<file path="config.mk">
export PLATFORM = sky130hd
export DESIGN_NAME = go_request_conditioner_flat
export DESIGN_NICKNAME = d
export VERILOG_FILES = /design/src/rtl/go_request_conditioner_if.sv /design/src/rtl/go_request_conditioner.sv /design/src/flat_wrapper.sv
export SDC_FILE = /design/constraint.sdc
export NUM_CORES = 1
export LEC_CHECK = 0
export BUFFER_PORTS_ARGS = -buffer_cell sky130_fd_sc_hd__buf_2
export CORE_MARGIN = 2
export CORE_UTILIZATION = 65
export DETAILED_ROUTE_END_ITERATION = 12
export PLACE_DENSITY_LB_ADDON = 0.12
export SLEW_MARGIN = 30
export SYNTH_ARGS = -nofsm -noshare
export SYNTH_HDL_FRONTEND = slang
export SYNTH_SLANG_ARGS = --single-unit
</file>
<file path="constraint.sdc">
create_clock -name clk -period 5.8 [get_ports clk]
set_clock_uncertainty 0.05 [all_clocks]
set_input_delay 1.45 -clock clk [delete_from_list [all_inputs] [get_ports clk]]
set_output_delay 1.45 -clock clk [all_outputs]
set_load 0.02 [all_outputs]
</file>
<file path="src/rtl/go_request_conditioner_if.sv">
// ============================================================================
// Module : go_request_conditioner_if
// Brief  : Request inputs and go/status outputs of the go-request conditioner
// Rev    : 1.0  initial release
// ============================================================================
`default_nettype none

interface go_request_conditioner_if #(
    parameter int CNT_W = 8
);
    logic             sensor_raw;
    logic             emerg_raw;
    logic             fsm_busy;
    logic [1:0]       go_control;
    logic             sensor_pending;
    logic             emerg_pending;
    logic [CNT_W-1:0] req_count;

    modport master (
        output sensor_raw, emerg_raw, fsm_busy,
        input  go_control, sensor_pending, emerg_pending, req_count
    );

    modport slave (
        input  sensor_raw, emerg_raw, fsm_busy,
        output go_control, sensor_pending, emerg_pending, req_count
    );
endinterface

`default_nettype wire

</file>
<file path="src/rtl/go_request_conditioner.sv">
// ============================================================================
// Module : go_request_conditioner
// Brief  : Synchronises, debounces and latches sensor/emergency requests and
//          drives the 2-bit goControl bus of the intersection light FSM.
// Rev    : 1.0  initial release
// ============================================================================
`default_nettype none

module go_request_conditioner #(
    parameter int DEBOUNCE_CYCLES = 1000000,
    parameter int DB_W            = 20,
    parameter int MIN_WAIT_CYCLES = 150000000,
    parameter int WAIT_W          = 28,
    parameter int CNT_W           = 8
) (
    input  wire logic               clk,
    input  wire logic               resetn,
    go_request_conditioner_if.slave bus
);

    typedef enum logic [1:0] {
        S_IDLE   = 2'd0,
        S_WAIT   = 2'd1,
        S_ASSERT = 2'd2
    } state_t;

    localparam logic [DB_W-1:0]   DB_LAST   = DB_W'(DEBOUNCE_CYCLES - 1);
    localparam logic [WAIT_W-1:0] WAIT_LAST = WAIT_W'(MIN_WAIT_CYCLES - 1);

    // Channel index 0 is the car sensor, 1 is the emergency request.
    logic [1:0]        sync1_q, sync1_d;
    logic [1:0]        sync2_q, sync2_d;
    logic [1:0]        deb_q,   deb_d;
    logic [1:0]        pend_q,  pend_d;
    logic [DB_W-1:0]   cnt_q [2];
    logic [DB_W-1:0]   cnt_d [2];
    logic              busy_q,  busy_d;
    state_t            state_q, state_d;
    logic [WAIT_W-1:0] wcnt_q,  wcnt_d;
    logic [CNT_W-1:0]  req_q,   req_d;
    logic [1:0]        accept;
    logic              served;
    logic [CNT_W:0]    req_sum;

    always_comb begin
        sync1_d = {bus.emerg_raw, bus.sensor_raw};
        sync2_d = sync1_q;

        for (int i = 0; i < 2; i++) begin
            deb_d[i] = deb_q[i];
            cnt_d[i] = '0;
            if (sync2_q[i] != deb_q[i]) begin
                if (cnt_q[i] == DB_LAST) begin
                    deb_d[i] = sync2_q[i];
                end else begin
                    cnt_d[i] = cnt_q[i] + DB_W'(1);
                end
            end
        end

        accept = deb_d & ~deb_q;
        busy_d = bus.fsm_busy;
        served = bus.fsm_busy & ~busy_q;

        // A fresh accept outranks a serve landing on the same edge.
        pend_d = accept | (pend_q & {2{~served}});

        state_d = state_q;
        wcnt_d  = wcnt_q;
        if (accept[0] && (state_q == S_IDLE || served)) begin
            state_d = S_WAIT;
            wcnt_d  = '0;
        end else if (served) begin
            state_d = S_IDLE;
        end else if (state_q == S_WAIT) begin
            if (wcnt_q == WAIT_LAST) begin
                state_d = S_ASSERT;
            end else begin
                wcnt_d = wcnt_q + WAIT_W'(1);
            end
        end

        req_sum = {1'b0, req_q} + {{CNT_W{1'b0}}, accept[0]} + {{CNT_W{1'b0}}, accept[1]};
        req_d   = req_sum[CNT_W] ? {CNT_W{1'b1}} : req_sum[CNT_W-1:0];
    end

    always_ff @(posedge clk) begin
        if (!resetn) begin
            sync1_q <= '0;
            sync2_q <= '0;
            deb_q   <= '0;
            pend_q  <= '0;
            cnt_q[0] <= '0;
            cnt_q[1] <= '0;
            busy_q  <= 1'b0;
            state_q <= S_IDLE;
            wcnt_q  <= '0;
            req_q   <= '0;
        end else begin
            sync1_q <= sync1_d;
            sync2_q <= sync2_d;
            deb_q   <= deb_d;
            pend_q  <= pend_d;
            cnt_q[0] <= cnt_d[0];
            cnt_q[1] <= cnt_d[1];
            busy_q  <= busy_d;
            state_q <= state_d;
            wcnt_q  <= wcnt_d;
            req_q   <= req_d;
        end
    end

    assign bus.go_control     = {pend_q[1], state_q == S_ASSERT};
    assign bus.sensor_pending = pend_q[0];
    assign bus.emerg_pending  = pend_q[1];
    assign bus.req_count      = req_q;

endmodule

`default_nettype wire

</file>
<file path="src/flat_wrapper.sv">
// flat-port wrapper written by rule: the top's interface ports become plain ports
module go_request_conditioner_flat 
#(
    parameter int DEBOUNCE_CYCLES = 1000000,
    parameter int DB_W            = 20,
    parameter int MIN_WAIT_CYCLES = 150000000,
    parameter int WAIT_W          = 28,
    parameter int CNT_W           = 8
)
  (clk, resetn, bus_sensor_raw, bus_emerg_raw, bus_fsm_busy, bus_go_control, bus_sensor_pending, bus_emerg_pending, bus_req_count);
  go_request_conditioner_if #(.CNT_W(CNT_W)) bus_i ();
  input  wire logic clk;
  input  wire logic resetn;
  input wire logic [$bits(bus_i.sensor_raw)-1:0] bus_sensor_raw;
  input wire logic [$bits(bus_i.emerg_raw)-1:0] bus_emerg_raw;
  input wire logic [$bits(bus_i.fsm_busy)-1:0] bus_fsm_busy;
  output wire logic [$bits(bus_i.go_control)-1:0] bus_go_control;
  output wire logic [$bits(bus_i.sensor_pending)-1:0] bus_sensor_pending;
  output wire logic [$bits(bus_i.emerg_pending)-1:0] bus_emerg_pending;
  output wire logic [$bits(bus_i.req_count)-1:0] bus_req_count;
  assign bus_i.sensor_raw = bus_sensor_raw;
  assign bus_i.emerg_raw = bus_emerg_raw;
  assign bus_i.fsm_busy = bus_fsm_busy;
  assign bus_go_control = bus_i.go_control;
  assign bus_sensor_pending = bus_i.sensor_pending;
  assign bus_emerg_pending = bus_i.emerg_pending;
  assign bus_req_count = bus_i.req_count;
  go_request_conditioner #(.DEBOUNCE_CYCLES(DEBOUNCE_CYCLES), .DB_W(DB_W), .MIN_WAIT_CYCLES(MIN_WAIT_CYCLES), .WAIT_W(WAIT_W), .CNT_W(CNT_W)) u_core (.clk(clk), .resetn(resetn), .bus(bus_i));
endmodule
</file>
## After elaboration in Yosys (flattened, before gate mapping)

Memories as Yosys holds them, arrays and structs flattened.
Index checks and enable logic that the tools add are counted.

| cells by class | value |
|---|---|
| multipliers | 0 |
| mux-type cells | 17 |
| magnitude comparators | 0 |
| bitwise logic cells | 11 |
| reductions and logical operators | 10 |
| eq/ne operators | 7 |
| shifts and indexed selects | 0 |
| $add $sub $neg | 5 |
| div/mod/pow operators | 0 |

Operators with widths:

| operator | number |
|---|---|
| 20-bit two-way mux | 6 |
| 20-bit by 1-bit adder with 20-bit output, second input constant | 2 |
| 20-bit == test, second input constant | 2 |
| 28-bit by 1-bit adder with 28-bit output, second input constant | 1 |
| 28-bit == test, second input constant | 1 |
| 1-bit two-way mux | 10 |
| 8-bit by 1-bit adder with 9-bit output | 1 |
| 9-bit by 1-bit adder with 9-bit output | 1 |
| 8-bit two-way mux | 1 |
| 3-bit nonzero test | 2 |
| 2-bit AND | 2 |
| 1-bit NOT | 4 |
| 2-bit AND reduction | 2 |
| 3-bit AND reduction | 1 |
| 3-bit OR reduction | 1 |
| 2-bit by 1-bit == test with 1-bit output, second input constant | 1 |
| 2-bit == test, second input constant | 1 |
| 2-bit logical NOT | 1 |
| 1-bit inequality test | 2 |
| 2-bit NOT | 1 |
| 1-bit OR | 2 |
| 2-bit OR | 1 |
| 2-bit OR reduction | 1 |
| 1-bit AND | 1 |
| other kinds (2) | 2 |

| storage, ports and cells | value |
|---|---|
| flip-flop bits (word level) | 47 |
| bits in latches | 0 |
| logic and storage cells | 60 |
| input port bits | 5 |
| output and inout bits | 12 |
| memory bits (read-only) | 0 |
| memories kept | 1 |
| memory bits (writable) | 40 |

Memory list:

| memory | words | width | read ports | clocked after Yosys merged registers in | write ports | line | RTL |
|---|---|---|---|---|---|---|---|
| u_core.cnt_q | 2 | 20 | 2 | 0 | 2 | go_request_conditioner.sv:35 | `logic [DB_W-1:0] cnt_q [2];` |

## Longest topological paths before layout

An unclocked memory read counts as a cell.

| logic depth | value |
|---|---|
| word-level depth | 8 |
| mapped depth | 12 |
| mapped depth without buffers | 12 |

## Worst setup path before layout

OpenSTA, ideal clock, no wires.

| path | value |
|---|---|
| path type | input to register |
| start point | in bus_fsm_busy |
| end point | reg u_core.wcnt_q[25] |
| stages on the path | 6 |
| data arrival time | 2.788 ns |
| setup time | 0.128 ns |
| path slack | 2.835 ns |
| data required time | 5.622 ns |
| path buffers | 1 |
| cells stage by stage | nor2b_1 > nor4b_2 > clkbuf_1 > nand4_1 > xnor2_1 > nor2_1 |

| on the way | value |
|---|---|
| cells in the longest elaborated chain, start to end | 4 |
| elaborated cells on any way between the ends | 6 |
| classes of those cells | 2 x bitwise; 4 x reduce/logical |

RTL lines:

| element | line | RTL |
|---|---|---|
| from (decl) | flat_wrapper.sv:16 | `input wire logic [$bits(bus_i.fsm_busy)-1:0] bus_fsm_busy;` |
| 1-bit AND * | go_request_conditioner.sv:63 | `served = bus.fsm_busy & ~busy_q;` |
| 1-bit logical OR | go_request_conditioner.sv:70 | `if (accept[0] && (state_q == S_IDLE \|\| served)) begin` |
| 1-bit logical AND | go_request_conditioner.sv:70 |  |
| 2-bit OR reduction (no source line) | - |  |
| to (signal assigned) | go_request_conditioner.sv:108 | `wcnt_q <= wcnt_d;` |
| to (decl) | go_request_conditioner.sv:39 | `logic [WAIT_W-1:0] wcnt_q, wcnt_d;` |

Mark *: on every way between the ends. The rest lies on a longest branch, timed or not.
A chain may end at the register's enable or synchronous reset.

==> metrics.txt <==
# TYPE chip_impl_metric gauge
chip_impl_info{name="outcome",value="finished clean"} 1
chip_impl_metric{name="synth_fp_nets",unit=""} 449
chip_impl_metric{name="first_pass_grt_wire_length",unit="um"} 11690
chip_impl_metric{name="irDropWorstVdd",unit="mV"} 0.1723
chip_impl_metric{name="postCtsSetupRepairBufs",unit=""} 0
chip_impl_metric{name="numPortBuffers",unit=""} 16
chip_impl_metric{name="period_needed",unit="ns"} 3.188
chip_impl_info{name="cts-root-buf",value="sky130_fd_sc_hd__clkbuf_8"} 1
chip_impl_metric{name="core_area",unit="um2"} 5851
chip_impl_metric{name="ys_seq_elements",unit=""} 87
chip_impl_metric{name="worst-r2r-cell-count",unit=""} 11
chip_impl_metric{name="grt_antenna_before_repair",unit=""} 0
chip_impl_metric{name="post-route-drc-count",unit=""} 0
chip_impl_metric{name="clkSlewWorstSetupHoldPaths",unit="ns"} 0.09
chip_impl_metric{name="count_of_hold_buffers_inserted_by_post_cts_repair",unit=""} 0
chip_impl_metric{name="critical_path_peak_fanout",unit=""} 6
chip_impl_metric{name="timing.reg2reg.setup_slack",unit="ns"} 2.61
chip_impl_info{name="worstHoldPathType",value="reg -> reg"} 1
chip_impl_info{name="holdPathEnd",value="u_core.sync2_q[1]$_SDFF_PN0_"} 1
chip_impl_metric{name="max_slew.worst_pin.slew",unit="ns"} 0.9086
chip_impl_metric{name="leakage",unit="nW"} 1.473
chip_impl_metric{name="synth_enable_flop_cells",unit=""} 0
chip_impl_metric{name="holdWs",unit="ns"} 0.3826
chip_impl_metric{name="detail_route.wl_per_cell",unit="um"} 12.87
chip_impl_metric{name="clock_path_buffers",unit=""} 2
chip_impl_metric{name="syn2layout_area_growth",unit="%"} 7.886
chip_impl_metric{name="num_vias",unit=""} 3020
chip_impl_info{name="holdCritStartpoint",value="u_core.sync1_q[1]$_SDFF_PN0_"} 1
chip_impl_info{name="r2r_start",value="u_core.cnt_q[0][32]$_SDFF_PP0_"} 1
chip_impl_metric{name="cp_data_arrival_time",unit="ns"} 3.42
chip_impl_metric{name="timing.max_slew.rel_slack",unit="%"} 39.28
chip_impl_info{name="critical_path.reg2reg.endpoint",value="u_core.bus.req_count[1]$_SDFF_PN0_"} 1
chip_impl_metric{name="fin_tns_setup",unit="ns"} 0
chip_impl_metric{name="synthCells",unit=""} 439
chip_impl_metric{name="final-max-slew-violation-count",unit=""} 0
chip_impl_metric{name="antenna_left",unit=""} 0
chip_impl_metric{name="timing.final.hold_violations",unit=""} 0
chip_impl_metric{name="die-area",unit="um2"} 6589
chip_impl_metric{name="cts_buffers",unit=""} 9
chip_impl_metric{name="std_cell_rows",unit=""} 28
chip_impl_metric{name="global_route.overflow_total",unit=""} 0
chip_impl_metric{name="p_per_area",unit="nW/um2"} 235.8
chip_impl_metric{name="maximum_number_of_pins_on_one_net_before_global_route_repair",unit=""} 29
chip_impl_metric{name="dpl_hpwl",unit="um"} 4766
chip_impl_info{name="timing.setup.critical_path_class",value="reg -> reg"} 1
chip_impl_metric{name="number_of_global_route_vias_before_repair",unit=""} 2762
chip_impl_info{name="tritoncts",value="built"} 1
chip_impl_metric{name="synth-warning-count",unit=""} 0
chip_impl_metric{name="pin_count",unit=""} 17
chip_impl_metric{name="antenna-diode-count",unit=""} 0
chip_impl_metric{name="clock_sinks",unit=""} 87
chip_impl_metric{name="synth-seq-area-share",unit="%"} 44.99
chip_impl_metric{name="fraction_of_final_layout_cells_with_drive_strength_greater_than_1",unit="%"} 8.478
chip_impl_metric{name="detailedRoute.firstPassIterationCount",unit=""} 4
chip_impl_metric{name="synth.distinct_cells",unit=""} 43
chip_impl_metric{name="htree_num_levels",unit=""} 3
chip_impl_metric{name="start_util",unit="%"} 66.17
chip_impl_metric{name="drt-initial-drc-count",unit=""} 163
chip_impl_metric{name="post_cts_resize_count",unit=""} 0
chip_impl_info{name="grt_setup_unrepaired",value="no"} 1
chip_impl_metric{name="holdPathStages",unit=""} 1
chip_impl_metric{name="clock_latency_on_the_worst_skew_pair",unit="ns"} 0.36
chip_impl_metric{name="drt_wl_total",unit="um"} 6885
chip_impl_metric{name="drv.max_cap_violation_count",unit=""} 0
chip_impl_info{name="worstSetupEndpointType",value="flip-flop"} 1
chip_impl_metric{name="die-width",unit="um"} 81.18
chip_impl_metric{name="synth_area_per_cell",unit="um2"} 8.818
chip_impl_info{name="synth_top_flop_cell",value="sky130_fd_sc_hd__dfxtp_1"} 1
chip_impl_metric{name="post_drt_via_cell_ratio",unit=""} 5.645
chip_impl_metric{name="grt.total_usage",unit="%"} 22.76
chip_impl_metric{name="synthArstFlopShare",unit="%"} 0
chip_impl_metric{name="syn-cell-area",unit="um2"} 3871
chip_impl_metric{name="fin_nets",unit=""} 466
chip_impl_metric{name="critPathRequiredTime",unit="ns"} 6.03
chip_impl_metric{name="finalCritPeriodShare",unit="%"} 54.97
chip_impl_metric{name="die_h",unit="um"} 81.18
chip_impl_metric{name="final-setup-viol-count",unit=""} 0
chip_impl_info{name="critPathLaunchType",value="flip-flop"} 1
chip_impl_metric{name="routabilityCongestion",unit=""} 0.7631
chip_impl_metric{name="fmax",unit="GHz"} 0.3136
-- power breakdown --
part	leakage, nW	switching (mW)	total (mW)	internal [mW]
registers	0.702	0.00114	0.600	0.599
logic	0.683	0.00979	0.0133	0.00346
clock network	0.0881	0.207	0.372	0.165
-- layer usage --
layer	part of all wire, %	vias to the layer above	track usage (%)
li1	-	1549	-
met1	46	1416	26.85
met2	49	45	39.42
met3	3.4	10	6.778
met4	1.5	0	7.797
met5	0	-	0
-- layout make-up --
| cell class | count | area [um2] |
|---|---|---|
| Clock inverter | 5 | 35.03 |
| Timing Repair Buffer | 18 | 95.09 |
| Fill cell | 439 | 1674 |
| Tap cell | 75 | 93.84 |
| Inverter | 8 | 30.03 |
| Sequential cell | 87 | 1742 |
| Clock buffer | 10 | 137.6 |
| Multi-Input combinational cell | 332 | 2043 |
-- worst max-delay path by stage --
stage | endpoint | cells past startpoint | slack (ns) | startpoint
after floorplan | u_core.wcnt_q[25]$_SDFFE_PP0P_ | 6 | 2.83 | bus_fsm_busy
final | u_core.bus.req_count[1]$_SDFF_PN0_ | 11 | 2.61 | u_core.cnt_q[0][32]$_SDFF_PP0_
after CTS | u_core.bus.req_count[1]$_SDFF_PN0_ | 11 | 2.60 | u_core.cnt_q[0][32]$_SDFF_PP0_
after global placement | u_core.wcnt_q[9]$_SDFFE_PP0P_ | 6 | 2.36 | bus_fsm_busy
after global routing | u_core.bus.req_count[5]$_SDFF_PN0_ | 11 | 2.37 | u_core.cnt_q[0][34]$_SDFF_PP0_
after detailed placement | u_core.wcnt_q[9]$_SDFFE_PP0P_ | 6 | 2.30 | bus_fsm_busy
-- logic make-up after synthesis --
kind of cell / Yosys count / synth area share (%)
AO/OA/AOI/OAI: 30 / 4.945
buffers and inverters: 20 / 2.230
flip-flops: 87 / 44.99
multiplexers: 2 / 0.5172
adder cells (fa/ha/maj): 5 / 1.810
XOR/XNOR: 65 / 14.71
AND/OR/NAND/NOR: 230 / 30.80
-- critical path, cell delays in order, from the launching register on --
cell	delay [ns]
sky130_fd_sc_hd__dfxtp_1	0.34
sky130_fd_sc_hd__or4b_2	0.66
sky130_fd_sc_hd__nor3_1	0.14
sky130_fd_sc_hd__and4_1	0.27
sky130_fd_sc_hd__nand3b_1	0.14
sky130_fd_sc_hd__fa_1	0.41
sky130_fd_sc_hd__inv_1	0.07
sky130_fd_sc_hd__ha_1	0.19
sky130_fd_sc_hd__and3_1	0.20
sky130_fd_sc_hd__and3_1	0.20
sky130_fd_sc_hd__nand3_1	0.23
sky130_fd_sc_hd__a21oi_1	0.20
-- cell usage in the layout (no fill, tap or decap), drive strengths merged, types with 2 or more instances in the layout --
| cell type | instances |
|---|---|
| nand4 | 26 |
| inv | 8 |
| nor4 | 2 |
| nor4b | 4 |
| nor3 | 12 |
| nand2b | 3 |
| and4 | 7 |
| mux2i | 2 |
| and3 | 12 |
| clkinv | 4 |
| and2 | 13 |
| buf | 18 |
| xor2 | 48 |
| or4b | 2 |
| o211ai | 5 |
| a21oi | 12 |
| ha | 4 |
| clkbuf | 10 |
| dfxtp | 87 |
| o2111ai | 2 |
| nand3 | 24 |
| or4 | 2 |
| or3 | 5 |
| o21ai | 6 |
| nand2 | 25 |
| nor2 | 80 |
| xnor2 | 17 |
| nor2b | 7 |
| nand3b | 2 |
-- through the flow --
step	instance area (um2)	setup WS, ns	power [mW]	util (%)	cells
after global routing	4177	2.366	1.019	71.39	535
final	4177	2.612	0.9848	71.39	535
after floorplan	3871	2.835	0.6235	-	439
after detailed placement	4004	2.302	0.6274	68.43	520
after CTS	4177	2.605	0.9992	71.39	535
after global placement	4004	2.355	0.6272	68.43	520
-- flip-flops by register name, summed over array words and instances (netlist names) --
| signal | count |
|---|---|
| u_core.busy_q | 1 |
| u_core.sync1_q | 2 |
| u_core.deb_q | 2 |
| u_core.cnt_q | 40 |
| u_core.wcnt_q | 28 |
| u_core.sync2_q | 2 |
| u_core.bus.req_count | 8 |
| u_core.state_q | 2 |
| u_core.pend_q | 2 |
-- cells in the mapped netlist (2+ instances only) --
cell,count,area share [%]
sky130_fd_sc_hd__o2111ai_1,2,0.45
sky130_fd_sc_hd__ha_1,4,1.3
sky130_fd_sc_hd__nand3_1,24,3.1
sky130_fd_sc_hd__nand3b_1,2,0.39
sky130_fd_sc_hd__and3_1,12,1.9
sky130_fd_sc_hd__xnor2_1,17,3.8
sky130_fd_sc_hd__inv_1,8,0.78
sky130_fd_sc_hd__o21ai_0,5,0.65
sky130_fd_sc_hd__nor4_1,2,0.32
sky130_fd_sc_hd__nor3_1,12,1.6
sky130_fd_sc_hd__and4_1,7,1.6
sky130_fd_sc_hd__a21oi_1,12,1.6
sky130_fd_sc_hd__nand2b_1,3,0.48
sky130_fd_sc_hd__dfxtp_1,87,45
sky130_fd_sc_hd__nor2_1,80,7.8
sky130_fd_sc_hd__nand2_1,25,2.4
sky130_fd_sc_hd__clkbuf_1,10,0.97
sky130_fd_sc_hd__nand4_1,26,4.2
sky130_fd_sc_hd__nor2b_1,7,1.1
sky130_fd_sc_hd__nor4b_1,3,0.68
sky130_fd_sc_hd__or3_1,5,0.81
sky130_fd_sc_hd__mux2i_1,2,0.52
sky130_fd_sc_hd__o211ai_1,5,0.97
sky130_fd_sc_hd__and2_1,13,2.1
sky130_fd_sc_hd__xor2_1,48,11
Note: power is estimated with default switching activity, not from simulation.
